$ cat src/rtl/mem_bus_master_if.sv
// Core request/response port and 10-bit multiplexed memory bus of mem_bus_master.
// The master modport is the initiator block; slave is the core driver plus memory.
interface mem_bus_master_if #(
    parameter int ADDR_W = 10,
    parameter int DATA_W = 12
);
    logic              req_valid;
    logic              req_ready;
    logic [1:0]        req_op;
    logic [ADDR_W-1:0] req_addr;
    logic [DATA_W-1:0] req_wdata;
    logic              resp_valid;
    logic [DATA_W-1:0] resp_rdata;
    logic              wr_err;
    logic              read_write;
    logic              write_commit;
    logic              dump_mem;
    logic [ADDR_W-1:0] addr_data;
    logic [DATA_W-1:0] mem_result;

    modport master (
        input  req_valid, req_op, req_addr, req_wdata, mem_result,
        output req_ready, resp_valid, resp_rdata, wr_err,
               read_write, write_commit, dump_mem, addr_data
    );

    modport slave (
        output req_valid, req_op, req_addr, req_wdata, mem_result,
        input  req_ready, resp_valid, resp_rdata, wr_err,
               read_write, write_commit, dump_mem, addr_data
    );
endinterface

$ cat src/rtl/mem_bus_master.sv
// Sequences core requests into multiplexed memory bus cycles; MEM_BUS_WRITE_VERIFY_EN adds a write read-back.
// Response 1 cycle after the last bus cycle (read 1, write 3 or 4, dump 1, nop 0); req_ready only in IDLE, no response backpressure.
module mem_bus_master #(
    parameter int ADDR_W = 10,
    parameter int DATA_W = 12,
    parameter int HALF_W = DATA_W / 2
) (
    input  logic                clk,
    input  logic                rst,
    mem_bus_master_if.master    bus
);

    localparam logic [1:0] OP_RD  = 2'b00;
    localparam logic [1:0] OP_WR  = 2'b01;
    localparam logic [1:0] OP_DMP = 2'b10;

    typedef enum logic [2:0] {
        S_IDLE,
        S_RD,
        S_WA,
        S_WL,
        S_WH,
        S_DMP
`ifdef MEM_BUS_WRITE_VERIFY_EN
        , S_VF
`endif
    } state_t;

    state_t            state;
    state_t            state_nxt;

    logic              accept;
    logic [DATA_W-1:0] wdata_q;

    logic              rw_q;
    logic              wc_q;
    logic              dm_q;
    logic [ADDR_W-1:0] ad_q;
    logic              rv_q;
    logic [DATA_W-1:0] rd_q;

    logic              rw_nxt;
    logic              wc_nxt;
    logic              dm_nxt;
    logic [ADDR_W-1:0] ad_nxt;
    logic              rv_nxt;
    logic [DATA_W-1:0] rd_nxt;

`ifdef MEM_BUS_WRITE_VERIFY_EN
    logic [ADDR_W-1:0] addr_q;
    logic              err_q;
    logic              err_nxt;
`endif

    assign bus.req_ready = (state == S_IDLE);
    assign accept        = bus.req_valid && (state == S_IDLE);

    always_ff @(posedge clk or posedge rst) begin
        if (rst) begin
            state <= S_IDLE;
        end else begin
            state <= state_nxt;
        end
    end

    // Outputs are the registered image of the next state's bus pattern, so the
    // bus changes exactly at the edge that enters each state.
    always_comb begin
        state_nxt = state;
        rw_nxt    = 1'b1;
        wc_nxt    = 1'b0;
        dm_nxt    = 1'b0;
        ad_nxt    = '0;
        rv_nxt    = 1'b0;
        rd_nxt    = '0;
`ifdef MEM_BUS_WRITE_VERIFY_EN
        err_nxt   = err_q;
`endif
        case (state)
            S_IDLE: begin
                if (bus.req_valid) begin
                    case (bus.req_op)
                        OP_RD: begin
                            state_nxt = S_RD;
                            ad_nxt    = bus.req_addr;
                        end
                        OP_WR: begin
                            state_nxt = S_WA;
                            rw_nxt    = 1'b0;
                            ad_nxt    = bus.req_addr;
                        end
                        OP_DMP: begin
                            state_nxt = S_DMP;
                            dm_nxt    = 1'b1;
                        end
                        default: begin
                            rv_nxt    = 1'b1;
                        end
                    endcase
                end
            end
            S_RD: begin
                state_nxt = S_IDLE;
                rv_nxt    = 1'b1;
                rd_nxt    = bus.mem_result;
            end
            S_WA: begin
                state_nxt              = S_WL;
                rw_nxt                 = 1'b0;
                wc_nxt                 = 1'b1;
                ad_nxt[HALF_W]         = 1'b0;
                ad_nxt[HALF_W-1:0]     = wdata_q[HALF_W-1:0];
            end
            S_WL: begin
                state_nxt              = S_WH;
                rw_nxt                 = 1'b0;
                wc_nxt                 = 1'b1;
                ad_nxt[HALF_W]         = 1'b1;
                ad_nxt[HALF_W-1:0]     = wdata_q[DATA_W-1:HALF_W];
            end
            S_WH: begin
`ifdef MEM_BUS_WRITE_VERIFY_EN
                state_nxt = S_VF;
                ad_nxt    = addr_q;
`else
                state_nxt = S_IDLE;
                rv_nxt    = 1'b1;
`endif
            end
`ifdef MEM_BUS_WRITE_VERIFY_EN
            S_VF: begin
                state_nxt = S_IDLE;
                rv_nxt    = 1'b1;
                rd_nxt    = bus.mem_result;
                if (bus.mem_result != wdata_q) begin
                    err_nxt = 1'b1;
                end
            end
`endif
            S_DMP: begin
                state_nxt = S_IDLE;
                rv_nxt    = 1'b1;
            end
            default: begin
                state_nxt = S_IDLE;
            end
        endcase
    end

    always_ff @(posedge clk or posedge rst) begin
        if (rst) begin
            rw_q    <= 1'b1;
            wc_q    <= 1'b0;
            dm_q    <= 1'b0;
            ad_q    <= '0;
            rv_q    <= 1'b0;
            rd_q    <= '0;
            wdata_q <= '0;
        end else begin
            rw_q    <= rw_nxt;
            wc_q    <= wc_nxt;
            dm_q    <= dm_nxt;
            ad_q    <= ad_nxt;
            rv_q    <= rv_nxt;
            rd_q    <= rd_nxt;
            if (accept) begin
                wdata_q <= bus.req_wdata;
            end
        end
    end

`ifdef MEM_BUS_WRITE_VERIFY_EN
    always_ff @(posedge clk or posedge rst) begin
        if (rst) begin
            addr_q <= '0;
            err_q  <= 1'b0;
        end else begin
            err_q  <= err_nxt;
            if (accept) begin
                addr_q <= bus.req_addr;
            end
        end
    end

    assign bus.wr_err = err_q;
`else
    assign bus.wr_err = 1'b0;
`endif

    assign bus.read_write   = rw_q;
    assign bus.write_commit = wc_q;
    assign bus.dump_mem     = dm_q;
    assign bus.addr_data    = ad_q;
    assign bus.resp_valid   = rv_q;
    assign bus.resp_rdata   = rd_q;

endmodule
$ cat src/flat_wrapper.sv
// flat-port wrapper written by rule: the top's interface ports become plain ports
module mem_bus_master_flat 
#(
    parameter int ADDR_W = 10,
    parameter int DATA_W = 12,
    parameter int HALF_W = DATA_W / 2
)
  (clk, rst, bus_req_valid, bus_req_op, bus_req_addr, bus_req_wdata, bus_mem_result, bus_req_ready, bus_resp_valid, bus_resp_rdata, bus_wr_err, bus_read_write, bus_write_commit, bus_dump_mem, bus_addr_data);
  mem_bus_master_if #(.ADDR_W(ADDR_W), .DATA_W(DATA_W)) bus_i ();
  input  logic clk;
  input  logic rst;
  input wire logic [$bits(bus_i.req_valid)-1:0] bus_req_valid;
  input wire logic [$bits(bus_i.req_op)-1:0] bus_req_op;
  input wire logic [$bits(bus_i.req_addr)-1:0] bus_req_addr;
  input wire logic [$bits(bus_i.req_wdata)-1:0] bus_req_wdata;
  input wire logic [$bits(bus_i.mem_result)-1:0] bus_mem_result;
  output wire logic [$bits(bus_i.req_ready)-1:0] bus_req_ready;
  output wire logic [$bits(bus_i.resp_valid)-1:0] bus_resp_valid;
  output wire logic [$bits(bus_i.resp_rdata)-1:0] bus_resp_rdata;
  output wire logic [$bits(bus_i.wr_err)-1:0] bus_wr_err;
  output wire logic [$bits(bus_i.read_write)-1:0] bus_read_write;
  output wire logic [$bits(bus_i.write_commit)-1:0] bus_write_commit;
  output wire logic [$bits(bus_i.dump_mem)-1:0] bus_dump_mem;
  output wire logic [$bits(bus_i.addr_data)-1:0] bus_addr_data;
  assign bus_i.req_valid = bus_req_valid;
  assign bus_i.req_op = bus_req_op;
  assign bus_i.req_addr = bus_req_addr;
  assign bus_i.req_wdata = bus_req_wdata;
  assign bus_i.mem_result = bus_mem_result;
  assign bus_req_ready = bus_i.req_ready;
  assign bus_resp_valid = bus_i.resp_valid;
  assign bus_resp_rdata = bus_i.resp_rdata;
  assign bus_wr_err = bus_i.wr_err;
  assign bus_read_write = bus_i.read_write;
  assign bus_write_commit = bus_i.write_commit;
  assign bus_dump_mem = bus_i.dump_mem;
  assign bus_addr_data = bus_i.addr_data;
  mem_bus_master #(.ADDR_W(ADDR_W), .DATA_W(DATA_W), .HALF_W(HALF_W)) u_core (.clk(clk), .rst(rst), .bus(bus_i));
endmodule
$ cat config.mk
export PLATFORM = sky130hd
export DESIGN_NAME = mem_bus_master_flat
export DESIGN_NICKNAME = d
export VERILOG_FILES = /design/src/rtl/mem_bus_master_if.sv /design/src/rtl/mem_bus_master.sv /design/src/flat_wrapper.sv
export SDC_FILE = /design/constraint.sdc
export NUM_CORES = 1
export LEC_CHECK = 0
export CAP_MARGIN = 5
export CORE_ASPECT_RATIO = 0.8
export CORE_MARGIN = 1
export CORE_UTILIZATION = 30
export DETAILED_ROUTE_END_ITERATION = 16
export PLACE_DENSITY = 0.61
export SYNTH_ARGS = -nofsm -noshare
export SYNTH_HDL_FRONTEND = slang
export SYNTH_SLANG_ARGS = --single-unit
$ cat constraint.sdc
create_clock -name clk -period 2 [get_ports clk]
set_input_delay 0.5 -clock clk [delete_from_list [all_inputs] [get_ports clk]]
set_output_delay 0.5 -clock clk [all_outputs]
set_load 0.1 [all_outputs]
Yosys cells after proc, flatten, opt, wreduce, memory -nomap -nowiden --
Index checks and enable logic that the tools add are counted.
Storage, ports and cells: register bits after elaboration 41, output and inout port bits 28, word-level logic and storage cells 43
Cells by class: eq/ne operators 9, mux-type cells 18, reductions and logical operators 8
Operator list (number):
- $pmux W7 S3 | 1
- $mux W10 | 2
- $pmux W3 S3 | 2
- $mux W12 | 1
- $mux W1 | 8
- $eq A3 B2 Y1 const B | 2
- $eq A3 B3 Y1 const B | 2
- $mux W3 | 2
- $reduce_or A3 Y1 | 2
- $ne A4 B1 Y1 const B | 1
- $pmux W1 S2 | 2
- $reduce_or A2 Y1 | 2
- $eq A3 B1 Y1 const B | 1
- $logic_not A3 Y1 | 1
- $eq A2 B1 Y1 const B | 1
- $eq A2 B2 Y1 const B | 1
- $logic_not A2 Y1 | 1
- $ne A2 B2 Y1 const B | 1
- $reduce_and A2 Y1 | 1
- $logic_and A1 B1 Y1 | 1

Logic depth before layout (Yosys ltp) --
depth after elaboration 5, mapped depth 4

Worst setup path after synthesis --
Ideal clock, no wire load.
kind reg-to-output, start register u_core.state[0], end output bus_req_ready, arrival 2.716 ns, slack -1.216 ns, cell stages (with the launch flop) 3, path buffers 1, cell sequence dfrtp_1 buf_2 nor3_1
On the way: word-level cells in the longest chain between the ends 1
Ends and longest elaborated chain:
- from (decl) | RTL line mem_bus_master.sv:29 | state_t state;
- from (signal assigned) | RTL line mem_bus_master.sv:62 | state <= state_nxt;
- $logic_not A3 Y1 | RTL line mem_bus_master.sv:55 | assign bus.req_ready = (state == S_IDLE);
- to (decl) | RTL line flat_wrapper.sv:17 | output wire logic [$bits(bus_i.req_ready)-1:0] bus_req_ready;
Every way passes these cells.

Worst setup path after layout --
Same ends and word-level chain as after synthesis.

==> run summary <==
Worst Skew: 0.005674 ns
Final Slew Violations: 0
Worst hold margin: 0.5094 ns
R2R cell count: 3
HPWL after detailed placement: 2778 um
Port bufs: 65
Vias in the first global route: 1,286
Root buf cell: clkbuf_8
Hold WC Path Type: reg -> reg
Synthesized area: 0.001695 sq mm
Critical path class: reg -> out
CTS Buffer Depth: 2
Initial Utilization: 31.19%
Most frequent cells in the layout: dfrtp_1 (40), clkdlybuf4s50_1 (38), buf_4 (33)
Die height: 69.24 um
Total detailed-routing wirelength: 3702 um
Worst skew pair latency: 0.29 ns
Total Power: 4.729 mW
Async SR Flop Fraction: 100.0%
CP max-delay cell: dfrtp_1
Critical Path Source Type: flop
Pre-CTS WS: -0.05122 ns
Post-CTS setup buffers: 0
Flops & latches, synth: 41
Critical-path cell list: nor3_4 -> buf_12
Reg2reg start: u_core.state[0]
Final hold vios: 0
Sequential share of power: 28.7%
Sw Share: 47.87%
Syn Inst Count: 123
Cell internal pwr: 2.465 mW
Cts hold-fix bufs: 0
Critical path required time: 1.50 ns
Gp weighted congestion: 0.7901
Rel. slew slack: 65.61%
Avg WL per Cell: 13.41 um
Most used DFF post-synth: dfrtp_1
Most common cell after layout, fill and taps aside: dfrtp_1
Least-Margin Pin Slew: 0.5158 ns
Resize count post-CTS: 0
First-pass GRT wire length: 6092 um
Critical path startpoint: u_core.state[0]
Setup TNS: 0 ns
Vias/cell: 4.283
Die area: 0.005958 sq mm
Critical path's largest stage delay: 0.57 ns
Total clock sinks: 41
Clock share of power: 16.4%
CP bufs+invs: 1
Routed Antenna Nets: 0
Drt drc: 0
Hold Crit Endpoint: u_core.wdata_q[10]
Initial antenna violation count: 0
Synth Warn #: 0
Fillers: 477
Total global routing overflow: 0
EDFF count, synth: 0
Layout cells sized above 1: 31.82%
Area Growth Syn to Fin: 52.10%
Final setup violation count: 0
RSZ-0062 raised after global routing: no
Clock buffer count from CTS: 5
Power per Cell Area: 1834 mW/mm^2
Worst VDD drop: 457.2 uV
Top-Level Pins: 67
Site Rows: 24
Switch Pwr: 2.264 mW
CP max FO: 12
Minimum clock period: 1.861 ns
Outcome: finished, final reports clean
CP delay by family, top: flip-flops
Routed via count: 1,182
Final nets: 241
Highest Clock Rate: 537.3 MHz
Leakage Power: 1.235 nW
Reg2Reg Setup Slack: 0.34 ns
Hold depth: 1
Hold path start: u_core.wdata_q[10]
# diodes: 0
Synth Net Count: 167
TritonRoute pass-1 iters: 6
Worst-path clk slew: 0.08 ns
Total of max-cap violations: 0
Sequential fraction of the synthesis area: 60.59%
Reg2reg end: u_core.wdata_q[9]
Endpoint type of the worst setup path: output port
Period utilisation layout: 93.05%
Final Non-Filler Cells: 276
Critical Path AT: 1.36 ns
H-tree levels: 2
Dpl cells: 268
Largest net degree at the start of global routing: 42
CTS tree: yes
Gate power share: 54.9%
DR iter-0 viols: 63
Final WS setup: 0.1389 ns
Mapped Avg Cell Area: 13.78 sq um
Die X: 86.05 um
Netlist cell types: 35
Core box area: 0.005435 sq mm
GRT Overall Usage: 13.47%
==> cells in the mapped netlist (all sizes together), types with 2 or more instances <==
master | count | area (sq um)
o22ai | 6 | 37.54
o21ai | 7 | 35.03
mux2i | 6 | 60.06
buf | 5 | 40.04
and2 | 13 | 82.58
clkbuf | 2 | 7.510
ha | 5 | 62.56
and3 | 3 | 20.02
inv | 4 | 15.01
mux2 | 12 | 153.9
or4b | 2 | 20.02
dfrtp | 40 | 1001
o2bb2ai | 2 | 17.52
==> routing by layer <==
metal | global-route usage (%) | wire [um] | vias to the layer above | share of wire (%)
met3 | 3.810 | 174 | 5 | 4.7
met4 | 5.000 | 44 | 0 | 1.2
met1 | 17.79 | 1769 | 573 | 48
li1 | - | - | 571 | -
met5 | 0 | 0 | - | 0
met2 | 21.08 | 1713 | 33 | 46
==> final cells by class <==
type	count	area [sq um]	share of cell area, %
clock buffer	5	68.82	2.669
clock inverter	3	65.06	2.523
inverter	4	15.01	0.5822
multi-input combinational	71	616.8	23.92
sequential	41	1027	39.84
tap	78	97.59	3.785
timing repair buffer	74	688.2	26.69
==> worst register-to-register path: stages, from the launching register on <==
cell	delay (ns)
dfrtp_1	0.57
nor4b_4	0.40
buf_4	0.24
mux2_2	0.35
==> how the worst max path moves through the flow <==
| stage | endpoint | slack, ns | cells after the start |
|---|---|---|---|
| floorplan | bus_req_ready | 0.05 | 2 |
| global placement | u_core.wdata_q[7] | -0.03 | 4 |
| detailed placement | u_core.wdata_q[4] | -0.05 | 4 |
| CTS | bus_req_ready | 0.12 | 2 |
| global route | bus_req_ready | 0.06 | 2 |
| finish | bus_req_ready | 0.14 | 2 |
==> power groups by stage <==
stage	sequential, mW	clock [mW]	combinational [mW]
after floorplan	2.46	0	0.867
after CTS	1.36	0.788	2.62
after global placement	1.37	0	2.58
after global routing	1.40	0.829	2.70
final	1.36	0.776	2.60
after detailed placement	1.38	0	2.61
==> cell families (layout without fill, tap and decap cells) <==
kind of cell | after synthesis | after routing | share of synthesized area [%]
other | 1 | 1 | 0.2212
buffers and inverters | 11 | 86 | 3.690
AO/OA/AOI/OAI | 20 | 20 | 7.676
multiplexers | 18 | 18 | 12.62
AND/OR/NAND/NOR | 27 | 27 | 11.51
adder cells (fa/ha/maj) | 5 | 5 | 3.690
flip-flops | 41 | 41 | 60.59
==> registers in the layout, summed over array words and instances (netlist names) <==
register and flops:
u_core.bus.write_commit 1, u_core.wdata_q 12, u_core.bus.dump_mem 1, u_core.state 3
u_core.bus.resp_rdata 12, u_core.bus.read_write 1, u_core.bus.resp_valid 1, u_core.bus.addr_data 10
==> metrics by stage <==
stage / util, % / area [sq um]
3_3_place_gp: 44.98 / 2445
5_1_grt: 47.44 / 2579
2_1_floorplan: - / 1707
6_report: 47.44 / 2579
4_1_cts: 47.44 / 2579
3_5_place_dp: 44.98 / 2445
No activity file was read; power rests on OpenSTA's default activity.
